===== src/rtl/ram_stream_pkg.sv =====
// Shared definitions for the RAM stream reader: FSM state encoding and the
// default RAM address width.
package ram_stream_pkg;

  localparam int unsigned ADDRL_DEFAULT = 14;

  typedef enum logic [1:0] {
    ST_IDLE  = 2'd0,
    ST_RUN   = 2'd1,
    ST_DRAIN = 2'd2
  } state_t;

endpackage


===== src/rtl/byte_skid_fifo2.sv =====
// Two-entry byte FIFO used as the output skid buffer of the stream reader.
// The head entry is presented combinationally on dout. A push and a pop in
// the same cycle are allowed. The flush input empties the FIFO without
// touching the storage, so dout can still show a stale byte after a flush.
module byte_skid_fifo2 (
  input  logic       clk,
  input  logic       rst_n,
  input  logic       flush,
  input  logic       push,
  input  logic [7:0] din,
  input  logic       pop,
  output logic [7:0] dout,
  output logic       full,
  output logic       empty,
  output logic [1:0] count
);

  logic [7:0] r_mem [2];
  logic       r_wr_ptr;
  logic       r_rd_ptr;
  logic [1:0] r_count;

  logic       w_push;
  logic       w_pop;

  // Pops are ignored when empty. Pushes are ignored when full, unless a pop
  // in the same cycle frees a slot.
  assign w_pop  = pop && (r_count != 2'd0);
  assign w_push = push && ((r_count != 2'd2) || w_pop);

  // Storage, pointers and occupancy; flush resets the pointers only
  always_ff @(posedge clk or negedge rst_n) begin
    if (!rst_n) begin
      r_mem[0] <= '0;
      r_mem[1] <= '0;
      r_wr_ptr <= 1'b0;
      r_rd_ptr <= 1'b0;
      r_count  <= '0;
    end else if (flush) begin
      r_wr_ptr <= 1'b0;
      r_rd_ptr <= 1'b0;
      r_count  <= '0;
    end else begin
      if (w_push) begin
        r_mem[r_wr_ptr] <= din;
        r_wr_ptr        <= ~r_wr_ptr;
      end
      if (w_pop) begin
        r_rd_ptr <= ~r_rd_ptr;
      end
      case ({w_push, w_pop})
        2'b10:   r_count <= r_count + 2'd1;
        2'b01:   r_count <= r_count - 2'd1;
        default: r_count <= r_count;
      endcase
    end
  end

  assign dout  = r_mem[r_rd_ptr];
  assign full  = (r_count == 2'd2);
  assign empty = (r_count == 2'd0);
  assign count = r_count;

endmodule


===== src/rtl/ram_stream_reader.sv =====
// Streams `length` bytes from a negedge-clocked dual-port RAM (port B),
// starting at base_addr, onto a valid/ready byte stream. The address wraps
// modulo 2^ADDRL. A 2-entry FIFO absorbs consumer backpressure.
module ram_stream_reader #(
  parameter int unsigned ADDRL = ram_stream_pkg::ADDRL_DEFAULT
) (
  input  logic             clk,
  input  logic             rst_n,
  input  logic             start,
  input  logic             abort,
  input  logic [ADDRL-1:0] base_addr,
  input  logic [ADDRL:0]   length,
  output logic             ram_enb,
  output logic [ADDRL-1:0] ram_addrb,
  input  logic [7:0]       ram_dob,
  output logic [7:0]       m_data,
  output logic             m_valid,
  input  logic             m_ready,
  output logic             busy,
  output logic             done
);

  import ram_stream_pkg::*;

  localparam int unsigned LW = ADDRL + 1;

  state_t           r_state;
  logic [ADDRL-1:0] r_addr;
  logic [ADDRL:0]   r_rem;
  logic             r_done;

  logic             w_full;
  logic             w_empty;
  logic [1:0]       w_count;
  logic             w_issue;
  logic             w_pop;
  logic             w_drained;

  // The RAM latches the read on the negedge inside the issue cycle, and the
  // data is captured into the FIFO at the posedge that closes that cycle.
  // Because of this, the in-flight read is always the one being issued now,
  // and gating on FIFO fullness is the same as gating on occupancy plus
  // reads in flight. The gate depends only on registered state, so
  // m_ready never reaches ram_enb combinationally.
  assign w_issue = (r_state == ST_RUN) && !w_full;
  assign w_pop   = !w_empty && m_ready;

  // True when the FIFO will be empty after this edge. Nothing is pushed
  // while in DRAIN.
  assign w_drained = w_empty || ((w_count == 2'd1) && w_pop);

  byte_skid_fifo2 u_fifo (
    .clk   (clk),
    .rst_n (rst_n),
    .flush (abort),
    .push  (w_issue),
    .din   (ram_dob),
    .pop   (w_pop),
    .dout  (m_data),
    .full  (w_full),
    .empty (w_empty),
    .count (w_count)
  );

  // Scan control FSM: address and remaining count, state, and the done pulse
  always_ff @(posedge clk or negedge rst_n) begin
    if (!rst_n) begin
      r_state <= ST_IDLE;
      r_addr  <= '0;
      r_rem   <= '0;
      r_done  <= 1'b0;
    end else begin
      r_done <= 1'b0;
      if (abort) begin
        r_state <= ST_IDLE;
      end else begin
        case (r_state)
          ST_IDLE: begin
            if (start) begin
              if (length == '0) begin
                r_done <= 1'b1;
              end else begin
                r_state <= ST_RUN;
                r_addr  <= base_addr;
                r_rem   <= length;
              end
            end
          end
          ST_RUN: begin
            if (w_issue) begin
              r_addr <= r_addr + ADDRL'(1);
              r_rem  <= r_rem - LW'(1);
              if (r_rem == LW'(1)) begin
                r_state <= ST_DRAIN;
              end
            end
          end
          ST_DRAIN: begin
            if (w_drained) begin
              r_state <= ST_IDLE;
              r_done  <= 1'b1;
            end
          end
          default: r_state <= ST_IDLE;
        endcase
      end
    end
  end

  assign ram_enb   = w_issue;
  assign ram_addrb = r_addr;
  assign m_valid   = !w_empty;
  assign busy      = (r_state != ST_IDLE);
  assign done      = r_done;

endmodule

===== config.mk =====
export PLATFORM = sky130hd
export DESIGN_NAME = ram_stream_reader
export DESIGN_NICKNAME = d
export VERILOG_FILES = /design/src/rtl/ram_stream_pkg.sv /design/src/rtl/byte_skid_fifo2.sv /design/src/rtl/ram_stream_reader.sv
export SDC_FILE = /design/constraint.sdc
export NUM_CORES = 1
export LEC_CHECK = 0
export BUFFER_PORTS_ARGS = -buffer_cell sky130_fd_sc_hd__buf_2
export CORE_UTILIZATION = 58
export CTS_CLUSTER_DIAMETER = 100
export DETAILED_ROUTE_END_ITERATION = 8
export GPL_ROUTABILITY_DRIVEN = 1
export PLACE_DENSITY_LB_ADDON = 0.1
export SYNTH_ARGS = -nofsm -noshare
export SYNTH_HDL_FRONTEND = slang
export SYNTH_SLANG_ARGS = --single-unit

===== constraint.sdc =====
create_clock -name clk -period 5.2 [get_ports clk]
set_input_delay 0 -clock clk [delete_from_list [all_inputs] [get_ports clk]]
set_output_delay 0 -clock clk [all_outputs]
set_load 0.03 [all_outputs]

* After elaboration in Yosys (flattened, before gate mapping)
Index checks and enable logic that the tools add are counted.
** Storage, ports and cells
- Register bits after elaboration :: 52
- Output and inout bits :: 26
- Logic and storage cells :: 91
** Cells by class
- $add $sub $neg :: 4
- Order comparisons :: 3
- Equality and inequality tests :: 16
- Mux-type cells :: 32
- Bitwise gates (word level) :: 5
- Reductions and logical operators :: 22
** Operators by type and width (number)
- two-way mux 15 bit :: 3
- two-way mux 14 bit :: 3
- two-way mux 8 bit :: 4
- case mux 15 bit (2 select lines) :: 1
- case mux 14 bit (2 select lines) :: 1
- bitwise mux 16 bit :: 1
- equality test 15 x 1 -> 1 bit, second input constant :: 1
- logical NOT 15 bit :: 1
- subtractor 15 x 1 -> 15 bit, second input constant :: 1
- adder 14 x 1 -> 14 bit, second input constant :: 1
- two-way mux 2 bit :: 7
- AND reduction 5 bit :: 2
- nonzero test 2 bit :: 5
- != test 3 bit, second input constant :: 3
- demux 8 bit (select 1 bit) :: 1
- two-way mux 1 bit :: 8
- equality test 2 x 1 -> 1 bit, second input constant :: 3
- equality test 2 bit, second input constant :: 3
- logical AND 1 bit :: 6
- != test 2 bit, second input constant :: 3
- != test 3 x 2 -> 1 bit, second input constant :: 2
- case mux 2 bit (3 select lines) :: 1
- >= comparator 2 bit, second input constant :: 2
- logical NOT 2 bit :: 2
- 12 further kinds :: 17

* Logic depth before layout (Yosys ltp)
- Depth after elaboration :: 9
- Mapped depth :: 9
- Mapped depth without buffers :: 7

* Modules after synthesis
Synthesis repeated with hierarchy kept, for this count alone.
** Unflattened totals
- Cells, all modules :: 318
- Area, all modules :: 3041.7 um^2
** Modules (own cells, without submodules)
- ram_stream_reader :: instances 1, cells each 248, area each 2058.2 um^2, seq. area each 800.8 um^2
- byte_skid_fifo2 :: instances 1, cells each 70, area each 983.4 um^2, seq. area each 500.5 um^2

* Worst setup path after synthesis
Ideal clock, no wire load.
- Kind :: register to register
- Start :: register u_fifo.r_count[0], in the netlist u_fifo.count[0]
- End :: register u_fifo.r_mem[0] (netlist bit)
- Library setup time :: 125 ps
- Arrival :: 2031 ps
- Path slack :: 3045 ps
- Stages on the path, launching flop included :: 6
- Buffers on the path :: 0
- Path through :: dfrtp_1 > inv_1 > ha_1 > nor2_1 > nand3b_1 > mux2_2
** RTL lines
- start, declared :: line byte_skid_fifo2.sv:21 : logic [1:0] r_count;
- start signal, assigned :: line byte_skid_fifo2.sv:52 : 2'b10: r_count <= r_count + 2'd1;
- start signal, assigned :: line byte_skid_fifo2.sv:53 : 2'b01: r_count <= r_count - 2'd1;
- start signal, assigned :: line byte_skid_fifo2.sv:54 : default: r_count <= r_count;
- equality test 2 bit :: line byte_skid_fifo2.sv:60 : assign full = (r_count == 2'd2);
- logical NOT 1 bit :: line ram_stream_reader.sv:45 : assign w_issue = (r_state == ST_RUN) && !w_full;
- logical AND 1 bit :: line ram_stream_reader.sv:45
- net ram_enb :: line ram_stream_reader.sv:13 : output logic ram_enb,
- logical AND 1 bit :: line byte_skid_fifo2.sv:29 : assign w_push = push && ((r_count != 2'd2) || w_pop);
- AND reduction 2 bit (no line)
- end signal, assigned by index :: line byte_skid_fifo2.sv:45 : r_mem[r_wr_ptr] <= din;
- end, declared :: line byte_skid_fifo2.sv:18 : logic [7:0] r_mem [2];
The timed path passes the listed nets, and every way through them passes these cells.
A chain may end at the register's enable or synchronous reset.

* Worst setup path after layout
- Start :: register r_state[1]
- End :: register u_fifo.r_mem[3] (netlist bit)
** Between the ends
- Word-level cells in the longest chain between the ends :: 4
** Ends and longest elaborated chain
- start, declared :: line ram_stream_reader.sv:27 : state_t r_state;
- start signal, assigned :: line ram_stream_reader.sv:68 : r_state <= ST_IDLE;
- start signal, assigned :: line ram_stream_reader.sv:75 : r_state <= ST_IDLE;
- start signal, assigned :: line ram_stream_reader.sv:83 : r_state <= ST_RUN;
- equality test 2 x 1 -> 1 bit :: line ram_stream_reader.sv:45
- logical AND 1 bit :: line ram_stream_reader.sv:45
- logical AND 1 bit :: line byte_skid_fifo2.sv:29
- AND reduction 2 bit (no line)
Every way passes these cells.

==> metrics <==
slowest stage delay, CP=between 0.4 and 0.5 ns; overall routing resource usage=0.2900; layout cells sized above 1=0.2850; Worst Max-Slew Pin Slew=0.9538 ns; Top FF cell, synth=dfrtp_1; total number of vias=roughly 2700; CP Data Required Time=5.41 ns; Synth-to-Final Area Change=23.04%; grt total ovfl=0; drt pass-1 iters=4; fill count=around 360; Syn Nets=360; Fin Setup TNS=0 ns; Port Buf Inserts=between 60 and 70; Worst setup EP type=flop; fin area=between 0.003 and 0.004 mm2; RSZ-0062 raised after global routing=no; CTS tree=done; Maximum Capacitance Violations=0; FMAX=389.5 MHz; maximum fanout along the worst path=24; DP Area=0.003297 mm2; H-Tree Depth=2; Pleak=between 0.0015 and 0.002 uW; skew final=between 0.004 and 0.005 ns; sequential share of the synthesized area=0.4471; Final Net Count=440; outcome=complete, no violations; sequential share of power=0.411; cell count after synthesis=between 300 and 400; width of the die=72.84 um; critical path class=reg -> reg; Combinational Power Share=0.450; Die Area=roughly 0.0053 mm2; Clock Power Share=0.139; startpoint type of the worst setup path=flop; CTS Buf Count=5; worst path cell trace=nand2b_1 -> buf_4 -> nor2_1 -> nand3b_1 -> mux2_2; die height=~73 um; max-slew violation count=0; Via-to-Cell Ratio=roughly 5.8; gr busiest metal=met2; fin crit period=around 2.6 ns; met1 Use GR=0.3927; NetSw=between 700 and 800 uW; number of enable flip-flop cells after synthesis=0; FF+latch count, synth=between 50 and 60; drt drc=0; hpwl dp=~4.5 mm; Final Hold Vio Count=0; clock root cell=clkbuf_8; Initial Util=0.6081; Cell Rows=25; I/O pin count=68; internal power=988.3 uW; switching share of power=0.4442; Mapped Area=0.002910 mm2; post-DR wirelength/cell=14.87 um; worst hold path class=in -> reg; CP top delay family=simple AND/OR/NAND/NOR gates; Buf/Inv on CP=1; Post-synth ARST share=1.000; Syn. warnings=0; largest net degree at the start of global routing=between 50 and 60; first-pass GRT wire length=between 10 and 15 mm; Synth cell types=between 40 and 50; First DRT Iteration DRCs=between 200 and 250; PD cells=496.6 mW/mm2; CP max stage cell=dfrtp_1; routed wire length=between 6 and 7 mm; CTS clock-pin slew for the worst setup and hold paths=approximately 0.10 ns; vias in the first global route=approximately 2500; Final setup viols=0; GRT met3 Usage=0.04144; Slew Limit Headroom=0.3588; Clock Path Buffers=2; initial antenna violation count=0; setup repair bufs after CTS=0; Worst-Skew Late Latency=a little over 0.3 ns; Synth Area per Inst=roughly 9.3 um2; ant diodes=0; Core Region=approximately 0.0048 mm2; Period Utilization, post-route=0.4938; routability cong.=around 0.81; TritonCTS Sinks=52; arrival time worst endpoint=~2.8 ns; ANT nets after route=0; GR Util met2=0.4839; utilization after layout=0.7482; VDD IR max=around 330 uV
## tightest hold or removal path, delay by kind of cell
family / cells / cell delay (ns)
AOI/OAI and AO/OA: 2 / 0.20
buffers and inverters: 1 / 0.07
## cell families after synthesis
kind of cell / count (synthesis) / share of synthesized area
compound gates: 96 / 0.2025
xor+xnor: 4 / 0.01204
fa+ha+maj: 6 / 0.02579
buf+inv: 27 / 0.03826
flops: 52 / 0.4471
mux: 24 / 0.09286
simple gates: 103 / 0.1814
## power groups by stage
stage               clock network, uW  registers [uW]  logic, uW
detailed placement                  0             731        786
global placement                    0             722        771
finish                            248             730        800
global route                      266             755        881
floorplan                           0             773        525
CTS                               249             723        798
## metrics by stage
step           hold WS, ns  power (uW)  worst slack [ns]  instances
6_report          0.002063        1778             2.632        460
5_1_grt            0.01845        1902             2.472        460
4_1_cts           0.001510        1771             2.663        460
3_5_place_dp        0.1645        1517             2.688        433
3_3_place_gp        0.1554        1493             2.802        433
2_1_floorplan      -0.2956        1298             3.045        312
## path summary, 6_finish.rpt
kind | start | end | slack [ns] | cells after the start
setup / recovery | r_state[1]$_DFFE_PN0P_ | u_fifo.r_mem[3]$_DFFE_PN0P_ | 2.63 | 5
hold / removal | base_addr[9] | ram_addrb[9]$_DFFE_PN0P_ | 0.002 | 3
setup reg to reg | r_state[1]$_DFFE_PN0P_ | u_fifo.r_mem[3]$_DFFE_PN0P_ | 2.63 | 5
hold reg to reg | r_rem[14]$_DFFE_PN0P_ | r_rem[14]$_DFFE_PN0P_ | 0.51 | 1
max in group asynchronous | rst_n | ram_addrb[7]$_DFFE_PN0P_ | 4.44 | 3
min in group asynchronous | rst_n | done$_DFF_PN0_ | 0.33 | 3
## cells in the final DEF (no fill, tap or decap), types with 3 or more instances in the layout
master          n
nand2b_1        3
clkbuf_8        5
buf_4           5
a22oi_1         7
nor3_1          7
mux2_2         24
nor4_1          9
buf_2          67
o21ai_0        23
nand3b_1        3
nor2_1         19
inv_1           9
and3_1          5
ha_1            6
o22ai_1         8
a21oi_1        29
or3_1           3
dlygate4sd3_1  19
o21ai_1         4
a2bb2oi_1       3
nand2_1        31
dfrtp_1        52
xnor2_1         3
nand3_1        12
o2bb2ai_1       5
## cell usage after synthesis (2+ instances only)
| library cell | count | area, um2 |
|---|---|---|
| o21ai_0 | 23 | 115.1 |
| nand3b_1 | 3 | 22.52 |
| mux2_2 | 24 | 270.3 |
| dfrtp_1 | 52 | 1301 |
| nand2b_1 | 3 | 18.77 |
| or4_4 | 2 | 22.52 |
| nor4_1 | 9 | 56.30 |
| a2bb2oi_1 | 3 | 26.28 |
| nor2_1 | 19 | 71.32 |
| o31a_1 | 2 | 17.52 |
| o2bb2ai_1 | 5 | 43.79 |
| and3_1 | 5 | 31.28 |
| inv_1 | 9 | 33.78 |
| a21oi_1 | 29 | 145.1 |
| o22ai_1 | 8 | 50.05 |
| nand4_1 | 2 | 12.51 |
| o211ai_1 | 2 | 15.01 |
| o31ai_1 | 2 | 15.01 |
| clkbuf_1 | 15 | 56.30 |
| ha_1 | 6 | 75.07 |
| o21ai_1 | 4 | 20.02 |
| xnor2_1 | 3 | 26.28 |
| nand2_1 | 31 | 116.4 |
| or3_1 | 3 | 18.77 |
| buf_2 | 2 | 10.01 |
| a31oi_1 | 2 | 12.51 |
| a22oi_1 | 7 | 52.55 |
| nor3_1 | 7 | 35.03 |
| nand3_1 | 12 | 60.06 |
## layout make-up
type | count | area, um2 | area share
Multi-Input combinational cell | 233 | 1505 | 0.4203
Sequential cell | 52 | 1301 | 0.3634
Timing Repair Buffer | 91 | 563.0 | 0.1572
Tap cell | 67 | 83.83 | 0.02341
Clock buffer | 5 | 68.82 | 0.01922
Inverter | 9 | 33.78 | 0.009434
Clock inverter | 3 | 25.02 | 0.006988
## layer usage
layer / part of all wire / vias up / wire (um)
met5: 0 / - / 0
met4: 0.015 / 0 / 104
met3: 0.038 / 11 / 257
met2: 0.49 / 70 / 3359
met1: 0.46 / 1267 / 3120
li1: - / 1318 / -
## timing repair
| item | 4_1_cts | 5_1_grt |
|---|---|---|
| hold endpoints to repair | 83 | 0 |
| hold buffers | 19 | 0 |
| gates resized for setup | 0 | 0 |
## sequential cells by signal (all words and copies together), names as in the netlist
register         cells
u_fifo.count         2
done                 1
r_state              2
r_rem               15
ram_addrb           14
u_fifo.r_rd_ptr      1
u_fifo.r_wr_ptr      1
u_fifo.r_mem        16
Note: power is estimated with default switching activity, not from simulation.
